### src/rtl/mdr_pkg.sv
// Shared types for the MDR host-side request path: opcodes, response error
// codes and the request sequencer state encoding.
package mdr_pkg;

    typedef enum logic [1:0] {
        MUL     = 2'b00,
        DIV     = 2'b01,
        SQRT    = 2'b10,
        ILLEGAL = 2'b11
    } mdr_op_t;

    typedef enum logic [1:0] {
        ERR_OK      = 2'b00,
        ERR_DIV0    = 2'b01,
        ERR_TIMEOUT = 2'b10,
        ERR_ILLEGAL = 2'b11
    } mdr_err_t;

    typedef enum logic [1:0] {
        IDLE   = 2'b00,
        LAUNCH = 2'b01,
        WAIT   = 2'b10,
        HOLD   = 2'b11
    } mdr_seq_state_t;

    // Requests that are answered locally and never reach the MDR unit.
    function automatic logic is_screened(input mdr_op_t op, input logic b_is_zero);
        return (op == ILLEGAL) || ((op == DIV) && b_is_zero);
    endfunction

endpackage

### src/rtl/mdr_req_sequencer_if.sv
// Bundle of the request, MDR-unit and response handshakes around the sequencer.
// master = the sequencer itself, slave = the surrounding host/unit logic.
interface mdr_req_sequencer_if #(
    parameter int DW = 16
);
    logic          in_valid;
    logic          in_ready;
    logic [1:0]    in_op;
    logic [DW-1:0] in_a;
    logic [DW-1:0] in_b;

    logic          mdr_start;
    logic [1:0]    mdr_op;
    logic [DW-1:0] mdr_a;
    logic [DW-1:0] mdr_b;
    logic          mdr_ready;
    logic [DW-1:0] mdr_result;
    logic [DW-1:0] mdr_remainder;

    logic          out_valid;
    logic          out_ready;
    logic [DW-1:0] out_result;
    logic [DW-1:0] out_remainder;
    logic [1:0]    out_err;

    modport master (
        input  in_valid, in_op, in_a, in_b,
        output in_ready,
        output mdr_start, mdr_op, mdr_a, mdr_b,
        input  mdr_ready, mdr_result, mdr_remainder,
        output out_valid, out_result, out_remainder, out_err,
        input  out_ready
    );

    modport slave (
        output in_valid, in_op, in_a, in_b,
        input  in_ready,
        input  mdr_start, mdr_op, mdr_a, mdr_b,
        output mdr_ready, mdr_result, mdr_remainder,
        input  out_valid, out_result, out_remainder, out_err,
        output out_ready
    );

endinterface

### src/rtl/mdr_timeout_counter.sv
// WAIT-phase cycle counter; expired flags the last permitted WAIT cycle.
// One spare bit means the count can never wrap back into range.
module mdr_timeout_counter #(
    parameter int TIMEOUT = 64
) (
    input  logic clk,
    input  logic rst,
    input  logic clr,
    input  logic en,
    output logic expired
);

    localparam int CW = $clog2(TIMEOUT) + 1;

    logic [CW-1:0] count_q;
    logic [CW-1:0] count_d;

    always_comb begin
        count_d = count_q;
        if (clr) begin
            count_d = '0;
        end else if (en) begin
            count_d = count_q + CW'(1);
        end
    end

    always_ff @(posedge clk or negedge rst) begin
        if (!rst) begin
            count_q <= '0;
        end else begin
            count_q <= count_d;
        end
    end

    assign expired = (count_q == CW'(TIMEOUT - 1));

endmodule

### src/rtl/mdr_req_sequencer.sv
// Host-side initiator for the MDR units: screens a request, launches the unit,
// waits for completion under a timeout and holds the response until taken.
module mdr_req_sequencer
    import mdr_pkg::*;
#(
    parameter int DW      = 16,
    parameter int TIMEOUT = 64
) (
    input logic                 clk,
    input logic                 rst,
    mdr_req_sequencer_if.master bus
);

    mdr_seq_state_t state_q, state_d;
    mdr_op_t        op_q, op_d;
    logic [DW-1:0]  a_q, a_d;
    logic [DW-1:0]  b_q, b_d;
    logic [DW-1:0]  res_q, res_d;
    logic [DW-1:0]  rem_q, rem_d;
    mdr_err_t       err_q, err_d;

    logic cnt_clr;
    logic cnt_en;
    logic expired;

    // Clearing during LAUNCH makes the first WAIT cycle count zero.
    assign cnt_clr = (state_q == LAUNCH);
    assign cnt_en  = (state_q == WAIT);

    mdr_timeout_counter #(
        .TIMEOUT (TIMEOUT)
    ) u_timeout (
        .clk     (clk),
        .rst     (rst),
        .clr     (cnt_clr),
        .en      (cnt_en),
        .expired (expired)
    );

    always_comb begin
        state_d = state_q;
        op_d    = op_q;
        a_d     = a_q;
        b_d     = b_q;
        res_d   = res_q;
        rem_d   = rem_q;
        err_d   = err_q;

        case (state_q)
            IDLE: begin
                if (bus.in_valid) begin
                    op_d = mdr_op_t'(bus.in_op);
                    a_d  = bus.in_a;
                    b_d  = bus.in_b;
                    if (is_screened(mdr_op_t'(bus.in_op), bus.in_b == '0)) begin
                        state_d = HOLD;
                        if (mdr_op_t'(bus.in_op) == ILLEGAL) begin
                            res_d = '0;
                            rem_d = '0;
                            err_d = ERR_ILLEGAL;
                        end else begin
                            res_d = '1;
                            rem_d = bus.in_a;
                            err_d = ERR_DIV0;
                        end
                    end else begin
                        state_d = LAUNCH;
                    end
                end
            end

            LAUNCH: begin
                state_d = WAIT;
            end

            WAIT: begin
                // A completion in the expiry cycle still counts as a completion.
                if (bus.mdr_ready) begin
                    state_d = HOLD;
                    res_d   = bus.mdr_result;
                    rem_d   = bus.mdr_remainder;
                    err_d   = ERR_OK;
                end else if (expired) begin
                    state_d = HOLD;
                    res_d   = '0;
                    rem_d   = '0;
                    err_d   = ERR_TIMEOUT;
                end
            end

            HOLD: begin
                if (bus.out_ready) begin
                    state_d = IDLE;
                end
            end

            default: begin
                state_d = IDLE;
            end
        endcase
    end

    always_ff @(posedge clk or negedge rst) begin
        if (!rst) begin
            state_q <= IDLE;
            op_q    <= MUL;
            a_q     <= '0;
            b_q     <= '0;
            res_q   <= '0;
            rem_q   <= '0;
            err_q   <= ERR_OK;
        end else begin
            state_q <= state_d;
            op_q    <= op_d;
            a_q     <= a_d;
            b_q     <= b_d;
            res_q   <= res_d;
            rem_q   <= rem_d;
            err_q   <= err_d;
        end
    end

    assign bus.in_ready      = (state_q == IDLE);
    assign bus.mdr_start     = (state_q == LAUNCH);
    assign bus.mdr_op        = op_q;
    assign bus.mdr_a         = a_q;
    assign bus.mdr_b         = b_q;
    assign bus.out_valid     = (state_q == HOLD);
    assign bus.out_result    = res_q;
    assign bus.out_remainder = rem_q;
    assign bus.out_err       = err_q;

endmodule

### src/flat_wrapper.sv
// flat-port wrapper written by rule: the top's interface ports become plain ports
module mdr_req_sequencer_flat import mdr_pkg::*;
#(
    parameter int DW      = 16,
    parameter int TIMEOUT = 64
)
  (clk, rst, bus_in_valid, bus_in_op, bus_in_a, bus_in_b, bus_in_ready, bus_mdr_start, bus_mdr_op, bus_mdr_a, bus_mdr_b, bus_mdr_ready, bus_mdr_result, bus_mdr_remainder, bus_out_valid, bus_out_result, bus_out_remainder, bus_out_err, bus_out_ready);
  mdr_req_sequencer_if #(.DW(DW)) bus_i ();
  input logic clk;
  input logic rst;
  input wire logic [$bits(bus_i.in_valid)-1:0] bus_in_valid;
  input wire logic [$bits(bus_i.in_op)-1:0] bus_in_op;
  input wire logic [$bits(bus_i.in_a)-1:0] bus_in_a;
  input wire logic [$bits(bus_i.in_b)-1:0] bus_in_b;
  output wire logic [$bits(bus_i.in_ready)-1:0] bus_in_ready;
  output wire logic [$bits(bus_i.mdr_start)-1:0] bus_mdr_start;
  output wire logic [$bits(bus_i.mdr_op)-1:0] bus_mdr_op;
  output wire logic [$bits(bus_i.mdr_a)-1:0] bus_mdr_a;
  output wire logic [$bits(bus_i.mdr_b)-1:0] bus_mdr_b;
  input wire logic [$bits(bus_i.mdr_ready)-1:0] bus_mdr_ready;
  input wire logic [$bits(bus_i.mdr_result)-1:0] bus_mdr_result;
  input wire logic [$bits(bus_i.mdr_remainder)-1:0] bus_mdr_remainder;
  output wire logic [$bits(bus_i.out_valid)-1:0] bus_out_valid;
  output wire logic [$bits(bus_i.out_result)-1:0] bus_out_result;
  output wire logic [$bits(bus_i.out_remainder)-1:0] bus_out_remainder;
  output wire logic [$bits(bus_i.out_err)-1:0] bus_out_err;
  input wire logic [$bits(bus_i.out_ready)-1:0] bus_out_ready;
  assign bus_i.in_valid = bus_in_valid;
  assign bus_i.in_op = bus_in_op;
  assign bus_i.in_a = bus_in_a;
  assign bus_i.in_b = bus_in_b;
  assign bus_in_ready = bus_i.in_ready;
  assign bus_mdr_start = bus_i.mdr_start;
  assign bus_mdr_op = bus_i.mdr_op;
  assign bus_mdr_a = bus_i.mdr_a;
  assign bus_mdr_b = bus_i.mdr_b;
  assign bus_i.mdr_ready = bus_mdr_ready;
  assign bus_i.mdr_result = bus_mdr_result;
  assign bus_i.mdr_remainder = bus_mdr_remainder;
  assign bus_out_valid = bus_i.out_valid;
  assign bus_out_result = bus_i.out_result;
  assign bus_out_remainder = bus_i.out_remainder;
  assign bus_out_err = bus_i.out_err;
  assign bus_i.out_ready = bus_out_ready;
  mdr_req_sequencer #(.DW(DW), .TIMEOUT(TIMEOUT)) u_core (.clk(clk), .rst(rst), .bus(bus_i));
endmodule
### config.mk
export PLATFORM = sky130hd
export DESIGN_NAME = mdr_req_sequencer_flat
export DESIGN_NICKNAME = d
export VERILOG_FILES = /design/src/rtl/mdr_pkg.sv /design/src/rtl/mdr_req_sequencer_if.sv /design/src/rtl/mdr_timeout_counter.sv /design/src/rtl/mdr_req_sequencer.sv /design/src/flat_wrapper.sv
export SDC_FILE = /design/constraint.sdc
export NUM_CORES = 1
export LEC_CHECK = 0
export ABC_AREA = 1
export CAP_MARGIN = 20
export CORE_ASPECT_RATIO = 1.4
export CORE_MARGIN = 5
export CORE_UTILIZATION = 44
export CTS_BUF_LIST = sky130_fd_sc_hd__clkbuf_16
export DETAILED_ROUTE_END_ITERATION = 12
export GPL_ROUTABILITY_DRIVEN = 0
export PLACE_DENSITY = 0.89
export SLEW_MARGIN = 20
export SYNTH_ARGS = -nofsm -noshare
export SYNTH_HDL_FRONTEND = slang
export SYNTH_SLANG_ARGS = --single-unit
### constraint.sdc
create_clock -name clk -period 2.35 [get_ports clk]
set_clock_uncertainty 0.1 [all_clocks]
set_input_delay 0.47 -clock clk [delete_from_list [all_inputs] [get_ports clk]]
set_output_delay 0.47 -clock clk [all_outputs]
set_load 0.03 [all_outputs]
==> impl_metrics.tcl <==
set metrics [dict create \
    total_power_mw 8.20 \
    clock_path_buffers 2 \
    synth-seq-cells 77 \
    firstDrtPassIters 4 \
    ys_seq_area_share_pct 53.9 \
    maxSlewViolCount 0 \
    drt_iter0_markers 182 \
    finalWorstSetupSlack_ns 0.169 \
    startpoint_type "register" \
    final_area_sq_um 5380 \
    multiInputGateArea_sq_um 1410 \
    cp_slowest_cell "clkdlybuf4s50_1" \
    grt_setup_unrepaired "no" \
    hold_viol_final 0 \
    htree_levels 3 \
    place_inst 641 \
    critPathMaxFanout 4 \
    cts_tree "done" \
    layout-drive-gt1-share_pct 8.45 \
    seqCellArea_sq_um 1930 \
    cts_buffers 9 \
    max_freq_mhz 459 \
    die-area_sq_um 10100 \
    period_share_pct 92.8 \
    ios 142 \
    ant_nets 0 \
    cp.buffers_inverters 1 \
    io_buffers 141 \
    post-place-ws_ns 0.237 \
    critPathKind "reg2out" \
    vias_per_cell 5.02 \
    start_util_pct 44.4 \
    ir_worst_vdd_v 0.000888 \
    synth.avg_cell_area_sq_um 8.75 \
    grt_pass1_wl_um 16400 \
    clockRootBuffer "clkbuf_16" \
    synth-main-ff-cell "dfrtp_1" \
    grt_max_degree 47 \
    antenna_found_initial 0 \
    status "complete, no violations" \
    cp_data_required_time_ns 1.78 \
    worst_pin_slew_ns 0.427 \
    rows 39 \
    dp_hpwl_um 7550 \
    path_clk_slew_ns 0.05 \
    max_cap_violations 0 \
    drc 0 \
    cellLeakagePower_nw 2.55 \
    yosys_warnings 0 \
    mappedNetlistArea_sq_um 3580 \
    grt_pass1_vias 3371 \
    final_cells 658 \
    antenna_cells 0 \
    cpPeakStageDelay_ns 0.68 \
    cellPowerDensity_nw_per_um2 1530 \
    relSlewSlack_pct 71.5 \
    coreArea_sq_um 8050 \
    syn-num-nets 486 \
    crit_chain "ha_1 -> clkdlybuf4s50_1" \
    async_reset_ff_share_pct 100 \
    vias 3304 \
    die_h_um 117 \
    grt_overflow 0 \
    drt-total-wl_um 10300 \
    crit_path_end_kind "output port" \
    crit_family "buffers and inverters" \
    arrival_ns 1.61 \
    grtUsageTotal_pct 20.9 \
    finalSetupViolations 0 \
    nFillCells 661 \
    hold_class "reg2reg" \
    setup_tns_ns 0 \
    postPlaceCellArea_sq_um 5100 \
    ys_types 25 \
    die_w_um 86.2 \
    synth_edf_count 0 \
    clk_latency_ns 0.32 \
    areaGrowthSynthToFinish_pct 50.3 \
    synthCells 409 \
    drt-wirelength-per-cell_um 15.6 \
    cts_sinks 77 \
    nets 628 \
    post-route-min-period_ns 2.18 \
]
==> what timing repair did <==
item / CTS / global route
hold endpoints to repair: 31 / 0
resized for setup: 0 / 2
setup buffers: 0 / 0
setup endpoints to repair: 0 / 2
hold buffers: 1 / 0
==> per-layer routing <==
layer  wire [um]  track usage, %  vias up
met5           0               0        -
met4         340            10.9        0
met3         640            4.73       23
met2        5420            36.6      110
met1        3860            23.7     1577
li1            -               -     1594
==> cell usage in the layout (no fill, tap or decap), drive strengths merged, types with 5 or more instances in the layout <==
master	netlist	routed
a21oi	5	5
buf	14	10
clkbuf	6	9
clkdlybuf4s50	0	138
clkinv	0	5
dfrtp	77	77
ha	6	6
inv	29	30
mux2	17	17
nand2	151	151
nand3	40	40
nor2	16	16
o21ai	37	37
==> power by group <==
part	internal, mW	switching, mW
combinational	1.89	2.79
sequential	1.96	0.362
clock	0.697	0.503
==> sequential cells by signal, summed over array words and instances (netlist names) <==
name	count
u_core.bus.mdr_op	2
u_core.bus.mdr_b	16
u_core.bus.out_err	2
u_core.bus.out_remainder	16
u_core.state_q	2
u_core.bus.out_result	16
u_core.bus.mdr_a	16
u_core.u_timeout.count_q	7
==> area by class of cell <==
type / instances / area share (%)
multi-input combinational: 283 / 26.3
sequential: 77 / 35.8
inverter: 29 / 2.03
timing repair buffer: 151 / 28.7
clock buffer: 9 / 4.19
clock inverter: 7 / 0.628
tap: 102 / 2.37
==> cell usage after synthesis, types with 2 or more instances <==
library cell / number / area (sq um)
o21ai_0: 36 / 180
inv_1: 28 / 105
nand2_1: 149 / 559
nor3_1: 4 / 20.0
nand3_1: 39 / 195
clkbuf_1: 6 / 22.5
dfrtp_1: 77 / 1930
buf_2: 8 / 40.0
a21oi_1: 5 / 25.0
buf_6: 6 / 67.6
ha_1: 6 / 75.1
o21a_1: 2 / 15.0
mux2_2: 17 / 191
nor2_1: 15 / 56.3
==> worst min-delay path, delay by kind of cell, from the launching register on <==
kind / cells / cell delay (ns)
AND/OR/NAND/NOR: 2 / 0.11
flip-flops: 1 / 0.34
==> path summary, 6_finish.rpt <==
| path | from | to | slack [ns] | depth (start not counted) |
|---|---|---|---|---|
| max | u_core.state_q[1] | bus_out_valid | 0.17 | 2 |
| min | u_core.bus.out_remainder[4] | u_core.bus.out_remainder[4] | 0.37 | 2 |
| max reg2reg | u_core.state_q[0] | u_core.bus.out_remainder[8] | 0.39 | 10 |
| min reg2reg | u_core.bus.out_remainder[4] | u_core.bus.out_remainder[4] | 0.37 | 2 |
| max in group asynchronous | rst | u_core.bus.mdr_b[15] | 1.02 | 3 |
| min in group asynchronous | rst | u_core.bus.out_remainder[12] | 0.53 | 2 |
==> stage by stage <==
stage | utilization [%] | hold slack, ns
after floorplan | - | 0.0744
after global placement | 63.4 | 0.332
after detailed placement | 63.4 | 0.339
after CTS | 66.7 | 0.372
after global routing | 66.8 | 0.393
final | 66.8 | 0.370
==> logic make-up (layout without fill, tap and decap cells) <==
group / Yosys count / count (layout) / synth area share [%]
flip-flops: 77 / 77 / 53.9
AO/OA/AOI/OAI: 45 / 45 / 6.61
multiplexers: 18 / 18 / 5.63
buffers and inverters: 49 / 196 / 6.68
adder cells (fa/ha/maj): 6 / 6 / 2.10
AND/OR/NAND/NOR: 214 / 214 / 25.1
No activity file was read; power rests on OpenSTA's default activity.
==> RTL change 1, RTL diff (same settings) <==
`TIMEOUT` is set to 64 in 3 places; all go to 32.
--- a/src/rtl/mdr_timeout_counter.sv
+++ b/src/rtl/mdr_timeout_counter.sv
@@ -2,5 +2,5 @@
 // One spare bit means the count can never wrap back into range.
 module mdr_timeout_counter #(
-    parameter int TIMEOUT = 64
+    parameter int TIMEOUT = 32
 ) (
     input  logic clk,
--- a/src/rtl/mdr_req_sequencer.sv
+++ b/src/rtl/mdr_req_sequencer.sv
@@ -5,5 +5,5 @@
 #(
     parameter int DW      = 16,
-    parameter int TIMEOUT = 64
+    parameter int TIMEOUT = 32
 ) (
     input logic                 clk,
--- a/src/flat_wrapper.sv
+++ b/src/flat_wrapper.sv
@@ -3,5 +3,5 @@
 #(
     parameter int DW      = 16,
-    parameter int TIMEOUT = 64
+    parameter int TIMEOUT = 32
 )
   (clk, rst, bus_in_valid, bus_in_op, bus_in_a, bus_in_b, bus_in_ready, bus_mdr_start, bus_mdr_op, bus_mdr_a, bus_mdr_b, bus_mdr_ready, bus_mdr_result, bus_mdr_remainder, bus_out_valid, bus_out_result, bus_out_remainder, bus_out_err, bus_out_ready);
Check against the original RTL: same outputs for any inputs over 4 cycles, from zero or initial values and one cycle with rst low; that may be too few to reach the edited logic, so the function may still have changed.
==> RTL change 1 against the original RTL <==
  * Sequential cell count fell by 1
  * Cell area up 0.23%
  * Sequential share of layout area down 0.55 points
  * Critical path depth did not move
  * Total power up 3.8%
  * Area after synthesis down 1.1%
  * Worst setup slack got worse by 0.0082 ns
  * Wire length is 1.8% lower
  * Utilization up 2.3 points
  * Synthesized cell count fell by 0.24%
  * Final cell count shrank 0.76%
  * Critical endpoint unchanged
  * Highest routed layer unchanged
==> RTL change 1: results (changes against the original RTL) <==
syn_area_per_cell_um2: 8.67  # -0.88%
reg2reg_to: "u_core.bus.mdr_b[13]$_DFFE_PN0P_"
grt_pass1_wl_um: 16200  # -0.92%
layout.cells.non_filler: 653  # -0.76%
ir_worst_vdd_uv: 990  # +12%
worstSkewPairLatency_ns: 0.33
startpoint: "u_core.state_q[0]$_DFFE_PN0P_"
grt_pass1_vias: 3395  # +0.71%
yosysSeqAreaShare: 0.538  # -0.000977
synth_area_leaders: "dfrtp_1, nand2_1, mux2_2"
routed_via_density: 5.01  # -0.27%
finalWorstSetupSlack_ns: 0.161  # -0.00821 ns
hold_path_end: "u_core.bus.out_result[4]$_DFFE_PN0P_"
drive_gt1_frac: 0.0850  # +0.000459
hp-start: "u_core.bus.out_result[4]$_DFFE_PN0P_"
relSlewSlack: 0.706  # -0.00908
yosysUniqueCellTypes: 23  # -8.0%
grt_use_total: 0.210  # +0.000459
status: "finished, final reports clean"
placed_area_um2: 5050  # -0.98%
timing.hold.ws_ns: 0.367  # -0.00310 ns
nets: 626  # -0.32%
place_ws_ns: 0.247  # +0.00970 ns
dp_cells: 637  # -0.62%
p_leak_nw: 2.55  # about the same
## RTL change 1: cell count changes in the layout (fill, tap and decap cells not counted), moves of 2 or more
cell and change:
nor2_1 +2, dlygate4sd2_1 +2, o21a_1 -2, dlymetal6s2s_1 -2, inv_1 -2, bufinv_16 +3
nand3_1 -2, nand2_1 +6, a21oi_1 -2
## RTL change 1: cell type report
| cell class | instances | area [um^2] | area share |
|---|---|---|---|
| sequential | 76 | 1900 | 0.353 |
| timing repair buffer | 150 | 1530 | 0.283 |
| multi-input combinational | 284 | 1400 | 0.260 |
| clock buffer | 9 | 225 | 0.0418 |
| tap | 100 | 125 | 0.0232 |
| inverter | 28 | 105 | 0.0195 |
| clock inverter | 6 | 104 | 0.0193 |
## RTL change 1: repair_timing
action                                  4_1_cts  5_1_grt
endpoints found under the hold margin        33        0
endpoints found under the setup margin        2        0
hold buffers                                  1        0
gates resized for setup                       2        0
## RTL change 1: worst max-delay path, cell delays in order, from the launching register on
cell	delay, ns
dfrtp_1	0.41
ha_1	0.19
clkdlybuf4s50_1	0.69
## RTL change 1: logic make-up (layout without fill, tap and decap cells)
group,Yosys count,in the layout,synth area share
AND/OR/NAND/NOR,218,218,0.256
flip-flops,76,76,0.538
buffers and inverters,48,193,0.0665
AO/OA/AOI/OAI,42,42,0.0612
multiplexers,18,18,0.0569
adder cells (fa/ha/maj),6,6,0.0212
## RTL change 1: metal layers
layer  part of all wire  vias up  global-route usage
met1               0.38     1523               0.241
met4              0.034        0               0.106
met3              0.077       26              0.0605
li1                   -     1584                   -
met2               0.51      137               0.355
met5                  0        -                   0
## RTL change 1: power breakdown
group | switching [mW] | total (mW) | internal, mW
registers | 0.366 | 2.31 | 1.94
clock network | 0.509 | 1.53 | 1.02
logic | 2.81 | 4.68 | 1.87
total | 3.68 | 8.52 | 4.84
==> RTL change 2, RTL diff (config.mk and constraints unchanged) <==
Without the edit above. Re-encode `mdr_seq_state_t` (4 states) as one-hot, 4 bits wide.
--- a/src/rtl/mdr_pkg.sv
+++ b/src/rtl/mdr_pkg.sv
@@ -17,9 +17,9 @@
     } mdr_err_t;
 
-    typedef enum logic [1:0] {
-        IDLE   = 2'b00,
-        LAUNCH = 2'b01,
-        WAIT   = 2'b10,
-        HOLD   = 2'b11
+    typedef enum logic [3:0] {
+        IDLE   = 4'b0001,
+        LAUNCH = 4'b0010,
+        WAIT   = 4'b0100,
+        HOLD   = 4'b1000
     } mdr_seq_state_t;
 
Check against the original RTL: same outputs for any inputs over 4 cycles, from zero or initial values and one cycle with rst low; so few cycles prove little.
==> RTL change 2 against the original RTL <==
  * The run now ends with hold timing left
  * Worst setup slack worse by 0.042 ns
  * Die area is 3.3% higher
  * Sequential cell count is 2 higher
  * Total power is 3.1% lower
  * Fmax is 1.9% lower
  * Area after synthesis is 3.6% higher
  * Wire length is 2.9% higher
  * Cell area is 2.3% higher
  * Highest routed layer unchanged
==> RTL change 2: results (changes against the original RTL) <==
status: "finished, violations left"
violations: "hold timing"
antenna_found_initial: 0  # unchanged
synth_nets: 505  # +3.9%
cp_slowest_cell: "dfrtp_1"
yosysSeqAreaShare: 0.534  # -0.00507
multi_input_gates: 293  # +3.5%
cp_max_fo: 7  # +3
inverters: 36  # +24%
p_seq_mw: 2.33
slowest_delay_ns: 0.43  # -0.25 ns
drt_iter0_drc: 180  # -1.1%
tightest_slew_ns: 0.535  # +0.107 ns
p_sw_frac: 0.436  # -0.00994
synth_area_leaders: "dfrtp_1, nand2_1, o21ai_0"
clkCellAreaFrac: 0.0512  # +0.00301
nonClkBufAreaFrac: 0.276  # -0.0108
ir_worst_vdd_uv: 1000  # +13%
netlist_top_cells_count: "nand2_1, dfrtp_1, o21ai_0"
place_ws_ns: 0.195  # -0.0418 ns
drive_gt1_frac: 0.0765  # -0.00801
yosysUniqueCellTypes: 28  # +12%
grt_pass1_wl_um: 17100  # +4.3%
drt_wl_total_um: 10600  # +2.9%
p_leak_nw: 2.57  # +0.93%
timing.hold.ws_ns: -0.00322  # -0.374 ns
ctsResizeCount: 3  # +3
grt_pass1_vias: 3678  # +9.1%
multi_input_area_um2: 1460  # +3.2%
post-cts-setup-buffers: 0  # unchanged
cts.sinks: 79  # +2.6%
hp-class: "in2async"
r2r_cells: 8  # -2
grt_max_degree: 45  # -4.3%
grt_use_total: 0.206  # -0.00260
nets: 642  # +2.2%
seq_share: 0.360  # +0.00125
clk_pin_slew_ns: 0.06
pwr-share-clk: 0.165  # +0.019
nFillCells: 653  # -1.2%
report.final.hold_viol_count: 1  # +1
dp.final_hpwl_um: 7810  # +3.3%
RTL change 2: cell types whose count changed after synthesis, moves of 11 or more:
cell     before  now
nand3_1      39   57
o21ai_0      36   58
nand2_1     149  121
mux2_2       17    6
RTL change 2: per-stage QoR:
step | area, um^2 | utilization | hold WS, ns | power [mW] | instances
after floorplan | 3710 | - | 0.0744 | 4.97 | 433
after global placement | 5220 | 0.637 | 0.355 | 6.59 | 661
after detailed placement | 5220 | 0.637 | 0.357 | 6.71 | 661
after CTS | 5500 | 0.671 | 0.0112 | 8.02 | 677
after global routing | 5500 | 0.671 | 0.0324 | 8.45 | 677
final | 5500 | 0.671 | -0.00322 | 7.95 | 677
RTL change 2: cells by family after synthesis:
family / Yosys count / synth area share
fa+ha+maj: 1 / 0.00337
flops: 79 / 0.534
compound gates: 64 / 0.0874
buf+inv: 61 / 0.0736
mux: 13 / 0.0395
simple gates: 215 / 0.263
RTL change 2: layer usage:
layer / track usage / part of all wire
met1: 0.233 / 0.38
met2: 0.355 / 0.52
met3: 0.0592 / 0.073
met4: 0.0912 / 0.028
met5: 0 / 0
RTL change 2: final timing paths:
path / start / endpoint / slack, ns
max reg2reg: u_core.state_q[0]$_DFFE_PN1P_ / u_core.bus.mdr_a[7]$_DFFE_PN0P_ / 0.56
min reg2reg: u_core.bus.out_result[8]$_DFFE_PN0P_ / u_core.bus.out_result[8]$_DFFE_PN0P_ / 0.37
min in group clk: u_core.bus.out_result[8]$_DFFE_PN0P_ / u_core.bus.out_result[8]$_DFFE_PN0P_ / 0.37
min: rst / u_core.u_timeout.count_q[4]$_DFFE_PN0P_ / -0.003
max in group asynchronous: rst / u_core.state_q[0]$_DFFE_PN1P_ / 1.50
max: u_core.state_q[2]$_DFFE_PN0P_ / bus_mdr_start / 0.13
